File: src/rtl/serial_arith_pkg.sv
// Shared definitions for bit-serial arithmetic blocks (subtractor now, adder later).
package serial_arith_pkg;

    localparam int unsigned SA_DEFAULT_WIDTH = 8;

    typedef enum logic [1:0] {
        IDLE  = 2'd0,
        SHIFT = 2'd1,
        DONE  = 2'd2
    } sa_state_e;

endpackage

File: src/rtl/serial_subtractor_full_sub.sv
// One-bit full subtractor: difference and borrow-out of A - B - B_in.
module Full_subtractor (
    input  logic A,
    input  logic B,
    input  logic B_in,
    output logic D,
    output logic B_out
);

    assign D     = A ^ B ^ B_in;
    assign B_out = (~A & B) | (~(A ^ B) & B_in);

endmodule

File: src/rtl/serial_subtractor.sv
// Bit-serial subtractor: computes A - B - B_in one bit per cycle, LSB first,
// reporting the difference, final borrow and signed overflow.
module serial_subtractor
    import serial_arith_pkg::*;
#(
    parameter int unsigned WIDTH = SA_DEFAULT_WIDTH
) (
    input  logic             CLK,
    input  logic             RST,
    input  logic             Start,
    input  logic [WIDTH-1:0] A,
    input  logic [WIDTH-1:0] B,
    input  logic             B_in,
    output logic             Busy,
    output logic             Done,
    output logic [WIDTH-1:0] D,
    output logic             B_out,
    output logic             V
);

    localparam int unsigned      CNT_W    = $clog2(WIDTH + 1);
    localparam logic [CNT_W-1:0] LAST_BIT = CNT_W'(WIDTH - 1);

    sa_state_e        state_q, state_d;
    logic [CNT_W-1:0] cnt_q, cnt_d;
    logic [WIDTH-1:0] a_q, a_d, b_q, b_d, d_q, d_d;
    logic             borrow_q, borrow_d;
    logic             a_msb_q, a_msb_d, b_msb_q, b_msb_d;
    logic             bout_q, bout_d, v_q, v_d;
    logic             busy_q, busy_d, done_q, done_d;
    logic             fs_d, fs_bout;

    Full_subtractor u_full_sub (
        .A     (a_q[0]),
        .B     (b_q[0]),
        .B_in  (borrow_q),
        .D     (fs_d),
        .B_out (fs_bout)
    );

    // Next-state, datapath and output decode
    always_comb begin
        state_d  = state_q;
        cnt_d    = cnt_q;
        a_d      = a_q;
        b_d      = b_q;
        d_d      = d_q;
        borrow_d = borrow_q;
        a_msb_d  = a_msb_q;
        b_msb_d  = b_msb_q;
        bout_d   = bout_q;
        v_d      = v_q;

        case (state_q)
            IDLE, DONE: begin
                if (Start) begin
                    state_d  = SHIFT;
                    cnt_d    = '0;
                    a_d      = A;
                    b_d      = B;
                    borrow_d = B_in;
                    // Sign bits shift out of the operand registers, so keep them aside
                    a_msb_d  = A[WIDTH-1];
                    b_msb_d  = B[WIDTH-1];
                end else if (state_q == DONE) begin
                    state_d = IDLE;
                end
            end
            SHIFT: begin
                a_d      = a_q >> 1;
                b_d      = b_q >> 1;
                borrow_d = fs_bout;
                d_d      = {fs_d, d_q[WIDTH-1:1]};
                cnt_d    = cnt_q + CNT_W'(1);
                if (cnt_q == LAST_BIT) begin
                    state_d = DONE;
                    bout_d  = fs_bout;
                    v_d     = (a_msb_q != b_msb_q) && (fs_d != a_msb_q);
                end
            end
            default: state_d = IDLE;
        endcase

        busy_d = (state_d == SHIFT);
        done_d = (state_d == DONE);
    end

    always_ff @(posedge CLK or posedge RST) begin
        if (RST) begin
            state_q  <= IDLE;
            cnt_q    <= '0;
            a_q      <= '0;
            b_q      <= '0;
            d_q      <= '0;
            borrow_q <= 1'b0;
            a_msb_q  <= 1'b0;
            b_msb_q  <= 1'b0;
            bout_q   <= 1'b0;
            v_q      <= 1'b0;
            busy_q   <= 1'b0;
            done_q   <= 1'b0;
        end else begin
            state_q  <= state_d;
            cnt_q    <= cnt_d;
            a_q      <= a_d;
            b_q      <= b_d;
            d_q      <= d_d;
            borrow_q <= borrow_d;
            a_msb_q  <= a_msb_d;
            b_msb_q  <= b_msb_d;
            bout_q   <= bout_d;
            v_q      <= v_d;
            busy_q   <= busy_d;
            done_q   <= done_d;
        end
    end

    assign Busy  = busy_q;
    assign Done  = done_q;
    assign D     = d_q;
    assign B_out = bout_q;
    assign V     = v_q;

endmodule

File: config.mk
export PLATFORM = sky130hd
export DESIGN_NAME = serial_subtractor
export DESIGN_NICKNAME = d
export VERILOG_FILES = /design/src/rtl/serial_arith_pkg.sv /design/src/rtl/serial_subtractor_full_sub.sv /design/src/rtl/serial_subtractor.sv
export SDC_FILE = /design/constraint.sdc
export NUM_CORES = 1
export LEC_CHECK = 0
export ABC_AREA = 1
export BUFFER_PORTS_ARGS = -buffer_cell sky130_fd_sc_hd__buf_2
export CORE_UTILIZATION = 55
export DETAILED_ROUTE_END_ITERATION = 10
export PLACE_DENSITY = 0.79
export SLEW_MARGIN = 20
export SYNTH_ARGS = -nofsm -noshare
export SYNTH_HDL_FRONTEND = slang
export SYNTH_HIERARCHICAL = 1
export SYNTH_SLANG_ARGS = --single-unit
File: constraint.sdc
create_clock -name CLK -period 3 [get_ports CLK]
set_input_delay 0.15 -clock CLK [delete_from_list [all_inputs] [get_ports CLK]]
set_output_delay 0.15 -clock CLK [all_outputs]
set_load 0.02 [all_outputs]
==> results by group <==
Placed design
  – HPWL after DPL: roughly 2.1 mm
  – Final GP Congestion: ~0.79
  – Number of port buffers: 31
  – Area after DPL: between 1500 and 2000 um2

Global route
  – GRT overflow: 0
  – Largest net degree at the start of global routing: 38
  – Vias in the first global route: about 1,200
  – First-pass GRT wire length: about 5.3 mm
  – All-Layer GR Usage: between 20% and 30%
  – Antenna violations before repair: 0

Pwr
  – Leakage: about 0.0011 uW
  – IR drop worst, VDD: 0.000549 V
  – Pwr/cell area: around 1000 nW/um2
  – Int Pwr: 1120 uW
  – Net Switching: around 840 uW
  – Sw Share: 42.9%
  – Combinational power share: 43.0%
  – Flop pwr share: 44.0%
  – Clk pwr share: a little over an eighth

STA
  – Slew Limit Fails: 0
  – Final worst path period need: about 1.3 ns
  – Period Utilization, post-route: 45.0%
  – RSZ-0062 raised after global routing: false
  – Setup_tns: 0 ns
  – Fmax: between 700 and 800 MHz
  – Final hold viol count: 0
  – Final setup vio count: 0
  – Worst-Margin Slew: 0.621 ns
  – Skew final: ~0.0056 ns
  – Slew headroom: 58.5%

Clocking
  – Clk sinks: 37
  – Clk pin slew, worst setup/hold paths: approximately 0.1 ns
  – CTS tree: done
  – # resized after CTS: 0
  – Max Root-Sink Buffers: 2
  – CTS buffer count: 5
  – Skew-Pair Late Insertion Delay: roughly 0.33 ns
  – Clk root buf: clkbuf_4
  – # H-tree levels: 2
  – Post CTS Setup Buffer Count: 0

Drt
  – DRT Pass-1 Iters: 7
  – WL final: around 3.0 mm
  – Vias per inst: about 4.8
  – Antenna Nets Post-Route: 0
  – Avg WL per Cell: ~11 um
  – Vias post-DR: ~1,300
  – Initial drt markers: between 60 and 70
  – Post-route DRC violation count: 5

Setup path
  – Worst EP required: between 3 and 4 ns
  – CP arrival: ~1.6 ns
  – CP Class: reg2reg
  – CP startpoint kind: flop
  – Crit. End Element: flop
  – Highest fanout seen on the critical path: 18

Synth
  – Post-synthesis cell count: between 200 and 250
  – Yosys reg bits: 37
  – Register area share after synthesis: between 50 and 60%
  – Mapped Nets: approximately 240
  – Synth Area per Inst: 7.83 um2
  – Yosys warns: 6
  – Netlist Area Pre-Place: 1680 um2
  – Synth cell types: 22

Job
  – MaxCap Viol Count: 0

Cells and area
  – Design Area, Final: around 1900 um2
  – Most frequent cells in the layout: nand2_1 (117), dfrtp_1 (37), buf_2 (31)
  – Share of cells above drive strength 1: between 10% and 20%
  – Area growth, synth to finish: 13.8%
  – Final layout net count: ~270
  – Most common cell after layout, fill and taps aside: nand2_1
  – ANT cells: 0

Floorplanning
  – Core Area: 2830 um2
  – Die height: between 50 and 60 um
  – Die X: around 57 um
  – Initial Util: between 50% and 60%
  – Cell Rows: 19
  – Ports: 32
  – Die area: 3290 um2

Run status
  – Outcome: complete, but fails checks
  – Failing checks: design-rule violations

Worst hold path
  – Hold Path Class: in2reg
through the flow:
stage               power [uW]  cells  setup slack [ns]  hold slack (ns)  util [%]
floorplan                 1530    215              1.72            0.314         -
global route              2170    281              1.52            0.102      67.8
finish                    1960    281              1.65           0.0872      67.8
detailed placement        1730    273              1.65            0.294      65.5
CTS                       1990    281              1.63           0.0766      67.8
global placement          1700    273              1.70            0.271      65.5
cells in the mapped netlist (all sizes together):
cell | n | area [um2]
ha | 1 | 12.5
o22ai | 2 | 12.5
buf | 5 | 33.8
nand3b | 1 | 7.51
fa | 1 | 20.0
nand3 | 5 | 25.0
o21ai | 5 | 25.0
nand4 | 1 | 6.26
dfrtp | 37 | 926
a21oi | 1 | 5.00
inv | 30 | 115
nand2 | 119 | 457
nor2 | 6 | 32.5
or2 | 1 | 6.26
logic make-up (layout without fill, tap and decap cells):
logic type | after synthesis | count (layout) | share of synthesized area [%]
simple gates | 133 | 133 | 31.7
compound gates | 8 | 8 | 2.53
buf+inv | 35 | 70 | 8.84
fa+ha+maj | 2 | 2 | 1.93
flops | 37 | 37 | 55.0
path summary, 6_finish.rpt:
| path | startpoint | end | slack [ns] | depth (start not counted) |
|---|---|---|---|---|
| setup / recovery | state_q[1] | a_q[1] | 1.65 | 6 |
| hold / removal | B[3] | b_q[3] | 0.09 | 5 |
| setup reg to reg | state_q[1] | a_q[1] | 1.65 | 6 |
| hold reg to reg | b_q[2] | b_q[2] | 0.49 | 2 |
| max in group asynchronous | RST | a_q[4] | 2.20 | 4 |
| min in group asynchronous | RST | Done | 0.49 | 4 |
repair_timing:
action,in CTS,in global routing
setup endpoints to repair,0,0
endpoints found under the hold margin,37,0
hold buffers,1,0
power groups by stage:
| stage | sequential [uW] | clock (uW) | combinational [uW] |
|---|---|---|---|
| 2_1_floorplan | 931 | 0 | 601 |
| 3_3_place_gp | 868 | 0 | 831 |
| 3_5_place_dp | 872 | 0 | 856 |
| 4_1_cts | 864 | 265 | 859 |
| 5_1_grt | 890 | 280 | 995 |
| 6_report | 863 | 255 | 842 |
final cells by class:
type | count | area (um2)
Tap cell | 31 | 38.8
Clock buffer | 7 | 55.1
Multi-Input combinational cell | 143 | 609
Sequential cell | 37 | 926
Inverter | 30 | 115
Timing Repair Buffer | 33 | 173
Fill cell | 262 | 912
worst max-delay path, stage by stage (launching register included):
cell	delay, ns
dfrtp_1	0.40
inv_1	0.05
nand2_1	0.36
nand2_4	0.12
inv_4	0.18
nand2_1	0.10
nand2_1	0.08
registers in the layout, indices dropped and copies added (netlist names):
register	cells
state_q	2
Done	1
D	8
a_msb_q	1
cnt_q	4
Busy	1
V	1
b_msb_q	1
B_out	1
b_q	8
borrow_q	1
a_q	8
metal layers:
layer	up-vias	global-route usage [%]	routed length [um]	share of wire [%]
met5	-	0	0	0
met4	0	10.1	53	1.8
met3	5	6.12	144	4.9
met2	34	35.3	1390	47
met1	601	27.1	1370	46
li1	706	-	-	-
(Power assumes the default switching activity.)
